$ cat src/rtl/paket_unpacker.sv
// paket_unpacker: receive side of the sniffer packet stream.
// Four 38-bit packet ports ({tag[1:0], cmd[3:0], data[31:0]}) are each buffered
// in a private FIFO. A round-robin arbiter drains the FIFOs into a single
// registered output stage with a valid/ready handshake. Packets with cmd==0
// are idle fillers: they are accepted but never stored.
// Optional feature: define UNPACK_STATS_EN to count accepted idle packets on
// drop_cnt (saturating). Without it drop_cnt is a constant zero.
module paket_unpacker #(
  parameter int FIFO_DEPTH = 4
) (
  input  logic        clk,
  input  logic        rst,
  input  logic [37:0] Paket_port1,
  input  logic [37:0] Paket_port2,
  input  logic [37:0] Paket_port3,
  input  logic [37:0] Paket_port4,
  input  logic [3:0]  pkt_valid,
  output logic [3:0]  pkt_ready,
  output logic [31:0] data_out,
  output logic [3:0]  cmd_out,
  output logic [1:0]  tag_out,
  output logic [1:0]  port_out,
  output logic        out_valid,
  input  logic        out_ready,
  output logic [15:0] drop_cnt
);

  // Pointer index width; one extra MSB distinguishes full from empty.
  localparam int AW = (FIFO_DEPTH > 1) ? $clog2(FIFO_DEPTH) : 1;

  typedef enum logic {
    ST_EMPTY = 1'b0,
    ST_HOLD  = 1'b1
  } state_t;

  logic [3:0][37:0] pkt_in;
  logic [3:0][37:0] head;
  logic [3:0]       fifo_full;
  logic [3:0]       fifo_empty;
  logic [3:0]       push;
  logic [3:0]       wr_en;
  logic [3:0]       pop;

  logic             rst_q_reg;
  state_t           state_reg;
  state_t           state_next;
  logic             load;
  logic             grant_valid;
  logic [1:0]       grant_idx;
  logic [1:0]       cand;
  logic [1:0]       rr_last_reg;

  assign pkt_in[0] = Paket_port1;
  assign pkt_in[1] = Paket_port2;
  assign pkt_in[2] = Paket_port3;
  assign pkt_in[3] = Paket_port4;

  // Delayed copy of reset keeps the inputs closed for one cycle after release
  always_ff @(posedge clk) begin
    rst_q_reg <= rst;
  end

  generate
    for (genvar gi = 0; gi < 4; gi++) begin : g_port
      logic [37:0] mem [FIFO_DEPTH];
      logic [AW:0] wr_ptr_reg;
      logic [AW:0] rd_ptr_reg;

      assign fifo_empty[gi] = (wr_ptr_reg == rd_ptr_reg);
      assign fifo_full[gi]  = (wr_ptr_reg[AW] != rd_ptr_reg[AW]) &&
                              (wr_ptr_reg[AW-1:0] == rd_ptr_reg[AW-1:0]);

      // Readiness depends only on registered occupancy, so a pop in the
      // same cycle never opens a slot early (no ready->valid comb path).
      assign pkt_ready[gi] = !rst && !rst_q_reg && !fifo_full[gi];
      assign push[gi]      = pkt_valid[gi] && pkt_ready[gi];
      assign wr_en[gi]     = push[gi] && (pkt_in[gi][35:32] != 4'h0);
      assign pop[gi]       = load && (grant_idx == 2'(gi));
      assign head[gi]      = mem[rd_ptr_reg[AW-1:0]];

      // Packet storage write; contents need no reset, pointers define validity
      always_ff @(posedge clk) begin
        if (wr_en[gi]) begin
          mem[wr_ptr_reg[AW-1:0]] <= pkt_in[gi];
        end
      end

      // Read/write pointers wrap naturally modulo 2*depth
      always_ff @(posedge clk) begin
        if (rst) begin
          wr_ptr_reg <= '0;
          rd_ptr_reg <= '0;
        end else begin
          if (wr_en[gi]) begin
            wr_ptr_reg <= wr_ptr_reg + {{AW{1'b0}}, 1'b1};
          end
          if (pop[gi]) begin
            rd_ptr_reg <= rd_ptr_reg + {{AW{1'b0}}, 1'b1};
          end
        end
      end
    end
  endgenerate

  // Round-robin grant: first non-empty FIFO after the last granted port
  always_comb begin
    grant_valid = 1'b0;
    grant_idx   = 2'd0;
    cand        = 2'd0;
    for (int k = 1; k <= 4; k++) begin
      cand = rr_last_reg + k[1:0];
      if (!grant_valid && !fifo_empty[cand]) begin
        grant_valid = 1'b1;
        grant_idx   = cand;
      end
    end
  end

  // Output stage next-state: load whenever the stage is free or being drained
  always_comb begin
    state_next = state_reg;
    load       = 1'b0;
    case (state_reg)
      ST_EMPTY: begin
        if (grant_valid) begin
          load       = 1'b1;
          state_next = ST_HOLD;
        end
      end
      ST_HOLD: begin
        if (out_ready) begin
          if (grant_valid) begin
            load = 1'b1;
          end else begin
            state_next = ST_EMPTY;
          end
        end
      end
      default: begin
        state_next = ST_EMPTY;
      end
    endcase
  end

  // Output stage state register
  always_ff @(posedge clk) begin
    if (rst) begin
      state_reg <= ST_EMPTY;
    end else begin
      state_reg <= state_next;
    end
  end

  // Output fields and arbiter history; fields only change on a load
  always_ff @(posedge clk) begin
    if (rst) begin
      data_out    <= '0;
      cmd_out     <= '0;
      tag_out     <= '0;
      port_out    <= '0;
      rr_last_reg <= 2'd3;
    end else if (load) begin
      data_out    <= head[grant_idx][31:0];
      cmd_out     <= head[grant_idx][35:32];
      tag_out     <= head[grant_idx][37:36];
      port_out    <= grant_idx;
      rr_last_reg <= grant_idx;
    end
  end

  assign out_valid = (state_reg == ST_HOLD);

`ifdef UNPACK_STATS_EN
  logic [15:0] drop_cnt_reg;
  logic [2:0]  idle_sum;
  logic [16:0] drop_sum;

  // Number of idle packets accepted this cycle (0..4)
  always_comb begin
    idle_sum = 3'd0;
    for (int k = 0; k < 4; k++) begin
      if (push[k] && (pkt_in[k][35:32] == 4'h0)) begin
        idle_sum = idle_sum + 3'd1;
      end
    end
  end

  assign drop_sum = {1'b0, drop_cnt_reg} + {14'd0, idle_sum};

  // Saturating idle-drop counter
  always_ff @(posedge clk) begin
    if (rst) begin
      drop_cnt_reg <= '0;
    end else if (drop_sum[16]) begin
      drop_cnt_reg <= 16'hFFFF;
    end else begin
      drop_cnt_reg <= drop_sum[15:0];
    end
  end

  assign drop_cnt = drop_cnt_reg;
`else
  assign drop_cnt = 16'h0000;
`endif

endmodule

$ cat config.mk
export PLATFORM = sky130hd
export DESIGN_NAME = paket_unpacker
export DESIGN_NICKNAME = d
export VERILOG_FILES = /design/src/rtl/paket_unpacker.sv
export SDC_FILE = /design/constraint.sdc
export NUM_CORES = 1
export LEC_CHECK = 0
export BUFFER_PORTS_ARGS = -buffer_cell sky130_fd_sc_hd__buf_2
export CAP_MARGIN = 0
export CORE_ASPECT_RATIO = 0.7
export CORE_MARGIN = 2
export CORE_UTILIZATION = 62
export CTS_BUF_LIST = sky130_fd_sc_hd__clkbuf_8
export DETAILED_ROUTE_END_ITERATION = 16
export GPL_TIMING_DRIVEN = 0
export PLACE_DENSITY_LB_ADDON = 0.25
export SKIP_LAST_GASP = 1
export SLEW_MARGIN = 10
export SYNTH_ARGS = -nofsm -noshare
export SYNTH_HDL_FRONTEND = slang
export SYNTH_SLANG_ARGS = --single-unit
export TNS_END_PERCENT = 30
$ cat constraint.sdc
create_clock -name clk -period 3.6 [get_ports clk]
set_clock_uncertainty 0.2 [all_clocks]
set_input_delay 0.54 -clock clk [delete_from_list [all_inputs] [get_ports clk]]
set_output_delay 0.54 -clock clk [all_outputs]
set_load 0.01 [all_outputs]
==> metrics.txt <==
Sink Count=684; die area=about 0.045 sq mm; Antenna Violating Nets Remaining=0; Gate Count Post-Synth=between 1k and 1.5k; # H-tree levels=3; width of the die=252 um; worst r2r path cells=7; worst slew pin tran=0.970 ns; hold path depth=3; Metal-1 WL=23,300 um; Final setup violation count=0; clk root buf=clkbuf_8; mux cell area share after synthesis=about 15%; initial core utilization=62.8%; Total GRT Usage=roughly a quarter; CP Capture Type=register; post-synth top area share=68.7%; Final TNS setup=0 ns; Max Clock Freq=0.304 GHz; clock tree buffer depth=3; Slew Viols, Final=0; register bit count reported by yosys=684; Final Power=19,100 uW; CP Class=register to register; synth top area cells=edfxtp_1, mux4_2, dfxtp_1; worst hold slack=0.142 ns; max FFs per register=608; Hold Path Class=input pin to register; Final GP Congestion=approximately 0.86; initial antenna violation count=3; Final min period=between 3 and 4 ns; Remaining Overflow, GRT=0; routed length on met3=4220 um; FFs w/ async S/R, synth=0%; max_cap viols=0; CTS tree=yes; largest net degree at the start of global routing=31; RSZ-0062 raised after global routing=no; synthesis warning total=0; Fin. Hold Viols=0; nets=1,995; Routed WL=57,700 um; area leader, netlist=edfxtp_1; leakage power=0.0110 uW; largest family of logic cells by synthesized area=multiplexers; routed wl met2=28,900 um; sequential-to-total area share from yosys stat=74.4%; HPWL Detailed=39,300 um; Cell Area, Synth=0.0266 sq mm; 1st-iter DRT viols=1,372; main flop type after synthesis=edfxtp_1; worst-path fanout max=10; Post-Synth XOR/XNOR Area=0.725%; Avg Cell Area, Syn=20.0 sq um; TritonCTS Buffers=between 90 and 100; EDFF count, synth=608; PwrDens=just under 600 mW/mm^2; Crit Reg-Reg Startpoint=g_port[3].wr_ptr_reg[1]$_SDFFE_PP0P_; adder-cell share of the synthesized area=0.941%; clock-pin slew of the registers on the worst-case setup and hold paths=0.06 ns; simple-gate share of the synthesized area=between 3 and 4%; Worst Path Required=3.93 ns; worst skew pair latency=0.66 ns; status=complete, no violations; global-route wire length before repair=86,300 um; endpoint of the worst-slack reg-to-reg timing path=data_out[0]$_SDFFE_PP0P_; IO Pins=between 200 and 250; floorplan row count=63; placed insts=2,116; port bufs=203; # fillers=around 2.4k; hold_sp=out_ready; Netlist cell types=between 50 and 60; Via Count=between 10k and 15k; layout cell share with drive strength beyond 1=31.4%; Die Span Y=177 um; vias in the first global route=between 10k and 15k; period utilisation layout=91.3%; Post CTS Setup Buffer Count=0; peak supply drop=445 uV; startpoint class of the critical path=register; top sig layer=met5; drt drc=0; TritonRoute pass-1 iters=5; DR vias/cell=5.89; Finished Layout Cells=around 2.5k; Core Region=about 0.042 sq mm; WHS Endpoint=out_valid$_SDFF_PP0_; Wirelength per Cell=23.5 um; FF-to-FF setup slack=approximately 0.31 ns; Max-slew headroom=35.3%; crit path DAT=3.62 ns; Compound-Gate Fraction of Synth Area=3.09%; area delta synth->final=20.6%
==> cell usage in the layout, fill, tap and decap left out, types with 3 or more instances in the layout <==
| cell | instances |
|---|---|
| o21ai_0 | 6 |
| buf_12 | 16 |
| and3_1 | 4 |
| buf_4 | 20 |
| dlygate4sd3_1 | 153 |
| mux2_1 | 14 |
| edfxtp_1 | 608 |
| o31ai_1 | 3 |
| nor3b_1 | 11 |
| nand2b_1 | 30 |
| or4_1 | 5 |
| a41oi_1 | 27 |
| nand3_1 | 30 |
| buf_2 | 221 |
| buf_1 | 4 |
| nand2_1 | 35 |
| mux2i_1 | 6 |
| and2_2 | 16 |
| clkinv_2 | 5 |
| nor3_1 | 4 |
| inv_1 | 49 |
| o21bai_1 | 28 |
| mux2_2 | 38 |
| clkbuf_8 | 108 |
| diode_2 | 3 |
| clkinv_1 | 23 |
| or3_1 | 4 |
| mux4_2 | 152 |
| conb_1 | 16 |
| a221o_1 | 11 |
| a21oi_1 | 17 |
| nor2_1 | 30 |
| nor3_2 | 4 |
| clkbuf_1 | 48 |
| xnor2_1 | 11 |
| xor2_1 | 11 |
| ha_1 | 20 |
| dfxtp_1 | 76 |
==> cells in the mapped netlist (2+ instances only) <==
cell and count:
nor2b_1 2, nor3_2 4, nor3b_1 11, mux2_2 38
nand2b_1 30, xnor2_1 11, and3_1 4, nand3_1 30
buf_2 18, a21oi_1 17, o21ai_0 6, buf_4 20
a31oi_1 2, mux2i_1 6, mux4_2 152, o31ai_1 3
nand2_1 35, edfxtp_1 608, o22ai_1 2, inv_1 12
buf_1 4, and2_1 18, o21bai_1 28, or4_1 5
nor2_1 30, a221o_1 11, xor2_1 11, nor3_1 4
ha_1 20, clkbuf_1 48, mux2_1 14, dfxtp_1 76
or3_1 4, a41oi_1 27
==> final cells by class <==
type                            instances  area [sq um]  share of cell area [%]
Tap cell                              552           691                    2.15
Clock inverter                         72           354                    1.10
Clock buffer                          108          1490                    4.63
Multi-Input combinational cell        558          6410                    20.0
Sequential cell                       684         19800                    61.7
Inverter                               12          45.0                   0.140
Antenna cell                            3          7.51                  0.0234
Timing Repair Buffer                  372          2870                    8.94
Buffer                                 91           440                    1.37
==> kinds of logic (layout without fill, tap and decap cells) <==
family,Yosys count,after routing
AO/OA/AOI/OAI,107,107
XOR/XNOR,22,22
buffers and inverters,103,655
multiplexers,210,210
other,1,19
AND/OR/NAND/NOR,183,183
flip-flops,684,684
adder cells (fa/ha/maj),20,20
==> critical path, stage by stage (launching register included) <==
cell and delay, ns:
dfxtp_1 0.41, xor2_1 0.16, nor3_2 0.32, o22ai_1 0.16, a211oi_2 0.74, buf_2 0.41
mux2_2 0.39, a221o_1 0.37
==> report_power, final <==
part	switching, uW	internal [uW]
Combinational	2460	1820
Sequential	171	8930
Clock	2820	2900
==> worst max path at each step <==
stage | from | endpoint | slack (ns)
after floorplan | rst | g_port[1].mem[3][0]$_DFFE_PP_ | 0.54
after global placement | rst | g_port[0].mem[3][23]$_DFFE_PP_ | -0.58
after detailed placement | rst | g_port[0].mem[3][25]$_DFFE_PP_ | 0.37
after CTS | g_port[3].wr_ptr_reg[1]$_SDFFE_PP0P_ | cmd_out[0]$_SDFFE_PP0P_ | 0.36
after global routing | g_port[3].wr_ptr_reg[1]$_SDFFE_PP0P_ | data_out[0]$_SDFFE_PP0P_ | 0.16
final | g_port[3].wr_ptr_reg[1]$_SDFFE_PP0P_ | data_out[0]$_SDFFE_PP0P_ | 0.31
==> layer usage <==
metal | up-vias | global-route usage (%)
li1 | 6388 | -
met3 | 84 | 5.50
met5 | - | 0
met1 | 7399 | 36.7
met2 | 575 | 43.6
met4 | 2 | 7.81
==> timing repair <==
item / CTS / global route
resized for setup: 0 / 0
hold buffers: 153 / 0
endpoints found under the hold margin: 609 / 0
==> metrics by stage <==
step                worst slack [ns]  utilization, %  instance area, sq um
floorplan                      0.539               -                 26700
global placement              -0.583            67.0                 28400
detailed placement             0.371            67.8                 28700
CTS                            0.364            75.8                 32100
global route                   0.161            75.8                 32100
finish                         0.311            75.8                 32100
No activity file was read; power rests on OpenSTA's default activity.
